==> src/rtl/lvds_rx_pkg.sv <==
// Shared definitions for the 2-lane LVDS frame link.
// Holds the receiver state encoding, the default word/frame geometry used by
// both the TX generator and the receiver, and the pair-counter width helper.
package lvds_rx_pkg;

  typedef enum logic [0:0] {
    StIdle,
    StRecv
  } rx_state_e;

  localparam int unsigned DefWordW    = 16;
  localparam int unsigned DefFrameLen = 256;

  // Width of the counter that walks the WORD_W/2 bit-pairs of one word.
  function automatic int unsigned bit_cnt_w(input int unsigned word_w);
    return (word_w / 2 > 1) ? $clog2(word_w / 2) : 1;
  endfunction

endpackage

==> src/rtl/lvds_rx_outreg.sv <==
// Single-entry valid/ready holding register for assembled words.
// Ports:
//   clk_i, rst_ni     clock, asynchronous active-low reset
//   load_i            a word completed this cycle
//   data_i, last_i    the completed word and its frame-last flag
//   ready_i           downstream ready
//   data_o, valid_o, last_o  registered stream output
//   ovf_o             one-cycle pulse: a completed word found the entry full
module lvds_rx_outreg #(
  parameter int unsigned Width = 16
) (
  input  logic             clk_i,
  input  logic             rst_ni,
  input  logic             load_i,
  input  logic [Width-1:0] data_i,
  input  logic             last_i,
  input  logic             ready_i,
  output logic [Width-1:0] data_o,
  output logic             valid_o,
  output logic             last_o,
  output logic             ovf_o
);

  logic [Width-1:0] data_q, data_d;
  logic             valid_q, valid_d;
  logic             last_q, last_d;
  logic             ovf_q, ovf_d;
  logic             free;

  // The entry can take a new word if it is empty or being drained this edge.
  assign free = !valid_q || ready_i;

  always_comb begin
    data_d  = data_q;
    valid_d = valid_q;
    last_d  = last_q;
    ovf_d   = 1'b0;
    if (load_i) begin
      if (free) begin
        data_d  = data_i;
        last_d  = last_i;
        valid_d = 1'b1;
      end else begin
        ovf_d = 1'b1;
      end
    end else if (valid_q && ready_i) begin
      valid_d = 1'b0;
    end
  end

  always_ff @(posedge clk_i or negedge rst_ni) begin
    if (!rst_ni) begin
      data_q  <= '0;
      valid_q <= 1'b0;
      last_q  <= 1'b0;
      ovf_q   <= 1'b0;
    end else begin
      data_q  <= data_d;
      valid_q <= valid_d;
      last_q  <= last_d;
      ovf_q   <= ovf_d;
    end
  end

  assign data_o  = data_q;
  assign valid_o = valid_q;
  assign last_o  = last_q;
  assign ovf_o   = ovf_q;

endmodule

==> src/rtl/lvds_frame_rx.sv <==
// Receive side of the 2-lane LVDS data link.
// Aligns frames on sync_in, packs MSB-first lane bit-pairs into WORD_W-bit
// words, and presents them on a valid/ready stream with frame-last marking.
// Ports:
//   clk, reset_n        capture clock, asynchronous active-low reset
//   sync_in             marks the first bit-pair of a frame
//   lane_in[1:0]        captured lane bits, lane_in[1] is the pair MSB
//   m_data/m_valid/m_last/m_ready  output word stream
//   err_sync            one-cycle pulse: sync arrived mid-frame
//   err_ovf             one-cycle pulse: a completed word was dropped
//   frame_cnt           completed frames, wraps
module lvds_frame_rx
  import lvds_rx_pkg::*;
#(
  parameter int unsigned WORD_W    = DefWordW,
  parameter int unsigned FRAME_LEN = DefFrameLen,
  parameter int unsigned CNT_W     = 16
) (
  input  logic              clk,
  input  logic              reset_n,
  input  logic              sync_in,
  input  logic [1:0]        lane_in,
  output logic [WORD_W-1:0] m_data,
  output logic              m_valid,
  output logic              m_last,
  input  logic              m_ready,
  output logic              err_sync,
  output logic              err_ovf,
  output logic [CNT_W-1:0]  frame_cnt
);

  localparam int unsigned BcW = bit_cnt_w(WORD_W);
  localparam int unsigned WcW = (FRAME_LEN > 1) ? $clog2(FRAME_LEN) : 1;
  localparam logic [BcW-1:0] BitLast  = BcW'(WORD_W / 2 - 1);
  localparam logic [WcW-1:0] WordLast = WcW'(FRAME_LEN - 1);

  rx_state_e         state_q, state_d;
  logic [WORD_W-1:0] sh_q, sh_d;
  logic [BcW-1:0]    bit_cnt_q, bit_cnt_d;
  logic [WcW-1:0]    word_cnt_q, word_cnt_d;
  logic [CNT_W-1:0]  frame_cnt_q, frame_cnt_d;
  logic              err_sync_q, err_sync_d;
  logic              word_done;
  logic              word_last;
  logic              unused_sh_top;

  // The oldest pair is shifted out on every word; it is never observed.
  assign unused_sh_top = ^sh_q[WORD_W-1 -: 2];

  always_comb begin
    state_d     = state_q;
    sh_d        = sh_q;
    bit_cnt_d   = bit_cnt_q;
    word_cnt_d  = word_cnt_q;
    frame_cnt_d = frame_cnt_q;
    err_sync_d  = 1'b0;
    word_done   = 1'b0;
    word_last   = 1'b0;
    unique case (state_q)
      StIdle: begin
        if (sync_in) begin
          sh_d       = {sh_q[WORD_W-3:0], lane_in};
          bit_cnt_d  = BcW'(1);
          word_cnt_d = '0;
          state_d    = StRecv;
        end
      end
      StRecv: begin
        sh_d = {sh_q[WORD_W-3:0], lane_in};
        if (sync_in) begin
          // Frame restarts from this pair; the partial word is abandoned.
          err_sync_d = 1'b1;
          bit_cnt_d  = BcW'(1);
          word_cnt_d = '0;
        end else if (bit_cnt_q == BitLast) begin
          word_done = 1'b1;
          bit_cnt_d = '0;
          if (word_cnt_q == WordLast) begin
            // Frame completes even if the outreg drops this last word.
            word_last   = 1'b1;
            frame_cnt_d = frame_cnt_q + CNT_W'(1);
            state_d     = StIdle;
          end else begin
            word_cnt_d = word_cnt_q + WcW'(1);
          end
        end else begin
          bit_cnt_d = bit_cnt_q + BcW'(1);
        end
      end
      default: state_d = StIdle;
    endcase
  end

  always_ff @(posedge clk or negedge reset_n) begin
    if (!reset_n) begin
      state_q     <= StIdle;
      sh_q        <= '0;
      bit_cnt_q   <= '0;
      word_cnt_q  <= '0;
      frame_cnt_q <= '0;
      err_sync_q  <= 1'b0;
    end else begin
      state_q     <= state_d;
      sh_q        <= sh_d;
      bit_cnt_q   <= bit_cnt_d;
      word_cnt_q  <= word_cnt_d;
      frame_cnt_q <= frame_cnt_d;
      err_sync_q  <= err_sync_d;
    end
  end

  lvds_rx_outreg #(
    .Width (WORD_W)
  ) u_outreg (
    .clk_i   (clk),
    .rst_ni  (reset_n),
    .load_i  (word_done),
    .data_i  (sh_d),
    .last_i  (word_last),
    .ready_i (m_ready),
    .data_o  (m_data),
    .valid_o (m_valid),
    .last_o  (m_last),
    .ovf_o   (err_ovf)
  );

  assign err_sync  = err_sync_q;
  assign frame_cnt = frame_cnt_q;

endmodule

==> config.mk <==
export PLATFORM = sky130hd
export DESIGN_NAME = lvds_frame_rx
export DESIGN_NICKNAME = d
export VERILOG_FILES = /design/src/rtl/lvds_rx_pkg.sv /design/src/rtl/lvds_rx_outreg.sv /design/src/rtl/lvds_frame_rx.sv
export SDC_FILE = /design/constraint.sdc
export NUM_CORES = 1
export LEC_CHECK = 0
export ABC_AREA = 1
export ABC_CLOCK_PERIOD_IN_PS = 3200
export BUFFER_PORTS_ARGS = -buffer_cell sky130_fd_sc_hd__buf_2
export CAP_MARGIN = 20
export CORE_UTILIZATION = 55
export CTS_CLUSTER_SIZE = 40
export DETAILED_ROUTE_END_ITERATION = 10
export PLACE_DENSITY = 0.78
export SLEW_MARGIN = 5
export SYNTH_ARGS = -nofsm -noshare
export SYNTH_HDL_FRONTEND = slang
export SYNTH_SLANG_ARGS = --single-unit
==> constraint.sdc <==
create_clock -name clk -period 3.2 [get_ports clk]
set_input_delay 0 -clock clk [delete_from_list [all_inputs] [get_ports clk]]
set_output_delay 0 -clock clk [all_outputs]
set_load 0.01 [all_outputs]
==> impl_metrics.csv <==
group,metric,value,unit
status,status,"finished, final reports clean",
finish,ff_latch_area,1600,sq um
finish,synthToLayoutAreaGrowth,16.4,%
global_routing,grt_pass1_wl,9340,um
detailed_routing,via_per_inst,5.07,
detailed_routing,dr.pass1.iters,4,
sta,skew,10.7,ps
floorplanning,dieArea,5620,sq um
sta,fin_hold_ws,276,ps
power_and_ir_drop,vdd_drop_max,349,uV
detailed_routing,drt_wl_total,5590,um
flow_run,maxCapViolCount,0,
finish,multi_input_area,1150,sq um
sta,fin_tns_setup,0,ps
logic_synthesis,synth_edf_count,0,
finish,layout_common_cells,"97 x nand2_1, 64 x dfrtp_1, 41 x buf_2, 33 x nor2_1, 25 x inv_1",
placed_design,port_buffers,41,
setup_path,path_delay_family,"simple AND/OR/NAND/NOR gates",
clock_tree,clkLatencyLatePin,340,ps
logic_synthesis,yosysSeqAreaShare,54.7,%
floorplanning,die_h,75.0,um
logic_synthesis,synthFlopType,"dfrtp_1",
sta,fmax,524,MHz
clock_tree,cts_resized,0,
global_routing,grt_use_total,22.6,%
global_routing,antenna_found_initial,0,
power_and_ir_drop,leakage,0.00178,uW
finish,antenna_cells,0,
logic_synthesis,yosysWarnings,0,
floorplanning,rows,26,
global_routing,grt_pass1_vias,2159,
sta,final_max_slew_viol_count,0,
sta,rsz0062_at_grt,"false",
sta,finalCritPeriodShare,59.7,%
detailed_routing,wl_per_cell,12.6,um
setup_path,criticalPathCategory,"register to register",
sta,setup_viol,0,
clock_tree,cts_buffer_depth,2,
setup_path,crit_path_end_kind,"register",
sta,fin_crit,1910,ps
logic_synthesis,synth_area_per_cell,9.19,sq um
setup_path,slowest_delay,530,ps
placed_design,gp_congestion,0.838,
setup_path,crit_fanout,31,
worst_hold_path,hold_class,"input pin to async pin",
setup_path,crit_path_cell_trace,"ha_1, ha_1, nand3_4, nor2_4, inv_1, nand2_1, nand2_1",
logic_synthesis,syn_nets,329,
logic_synthesis,syn-cell-area,2930,sq um
finish,fillers,422,
clock_tree,h-tree-depth,3,
finish,final_common_cell,"nand2_1",
sta,max_slew_margin,47.8,%
detailed_routing,ant_nets,0,
floorplanning,die_x,75.0,um
floorplanning,fp.coreArea,5110,sq um
sta,fin_ws,1290,ps
sta,tightest_slew,782,ps
clock_tree,cts_root_buf,"clkbuf_8",
floorplanning,io-pin-count,42,
sta,final_hold_viol_count,0,
clock_tree,cts_tree,"done",
detailed_routing,drt_iter0_markers,113,
detailed_routing,remaining_drc_errors,0,
logic_synthesis,synth-seq-cells,64,
logic_synthesis,synthDistinctLibCells,32,
placed_design,dp_hpwl,3870,um
clock_tree,clock-sinks,64,
global_routing,grt_overflow,0,
finish,drive_above_1_share,22.2,%
floorplanning,start_util,57.4,%
placed_design,place_ws,1280,ps
logic_synthesis,synth_cells,319,
global_routing,grt_max_degree,37,
setup_path,crit_required,3430,ps
setup_path,slowest_stage,"nor2_4",
power_and_ir_drop,p_per_area,589,nW/um^2
clock_tree,numCtsBuffers,9,
detailed_routing,vias,2249,
setup_path,start_kind,"register",
setup_path,path_buf_inv,1,
setup_path,cp.arrival,2140,ps
finish,fin_nets,379,
logic_synthesis,ys_async_sr_fraction,100,%
clock_tree,clk_pin_slew,70,ps
state kept, by name, summed over array words and instances (netlist names):
signal,cells
bit_cnt_q,3
err_sync,1
frame_cnt,16
sh_q,16
state_q,1
u_outreg.data_o,16
u_outreg.last_o,1
u_outreg.ovf_o,1
u_outreg.valid_o,1
word_cnt_q,8
power breakdown:
part | switching [uW] | internal [uW]
sequential | 66.8 | 927
clock | 305 | 380
combinational | 186 | 143
metal layers:
metal	global-route usage, %	vias up	routed length (um)
met5	0	-	0
met2	37.4	48	2820
met4	12.2	0	77
met3	5.49	8	272
met1	27.4	1074	2430
li1	-	1119	-
metrics by stage:
stage	total power [uW]	cell area, sq um	utilization, %	instances
2_1_floorplan	1180	2930	-	319
3_3_place_gp	1320	3160	61.9	423
3_5_place_dp	1340	3160	61.9	423
4_1_cts	2030	3410	66.8	444
5_1_grt	2110	3410	66.8	444
6_report	2010	3410	66.8	444
cell families after synthesis:
group / Yosys count / synth area share, %
AND/OR/NAND/NOR: 172 / 26.2
flip-flops: 64 / 54.7
buffers and inverters: 36 / 5.93
AO/OA/AOI/OAI: 30 / 6.36
XOR/XNOR: 13 / 5.17
adder cells (fa/ha/maj): 4 / 1.71
repair_timing:
action,in CTS,in global routing
hold endpoints to repair,42,0
hold buffers,5,0
buffers inserted,0,0
final timing paths:
| check | start | to | slack (ps) | depth (start not counted) |
|---|---|---|---|---|
| setup / recovery | bit_cnt_q[0] | u_outreg.data_o[13] | 1290 | 7 |
| hold / removal | reset_n | frame_cnt[6] | 280 | 2 |
| setup reg to reg | bit_cnt_q[0] | u_outreg.data_o[13] | 1290 | 7 |
| hold reg to reg | sh_q[14] | sh_q[14] | 480 | 2 |
| max in group asynchronous | reset_n | bit_cnt_q[1] | 2050 | 3 |
| min in group clk | lane_in[0] | sh_q[0] | 420 | 4 |
cells in the mapped netlist (all sizes together) (4+ instances only):
library cell / instances / area, sq um
nand3: 16 / 92.6
nand2: 107 / 432
nor2: 39 / 181
xnor2: 6 / 90.1
a31oi: 14 / 87.6
o21ai: 10 / 53.8
buf: 8 / 67.6
nand4: 4 / 25.0
ha: 4 / 50.1
dfrtp: 64 / 1600
inv: 27 / 101
xor2: 7 / 61.3
worst register-to-register path, stage by stage, from the launching register on:
cell	delay, ps
dfrtp_1	370
ha_1	160
ha_1	240
nand3_4	140
nor2_4	530
inv_1	190
nand2_1	120
nand2_1	60
area by class of cell:
| type | count | area share (%) |
|---|---|---|
| Clock inverter | 5 | 1.65 |
| Sequential cell | 64 | 47.0 |
| Timing Repair Buffer | 47 | 7.70 |
| Multi-Input combinational cell | 219 | 33.9 |
| Inverter | 28 | 3.12 |
| Tap cell | 70 | 2.57 |
| Clock buffer | 11 | 4.15 |
(Power assumes the default switching activity.)
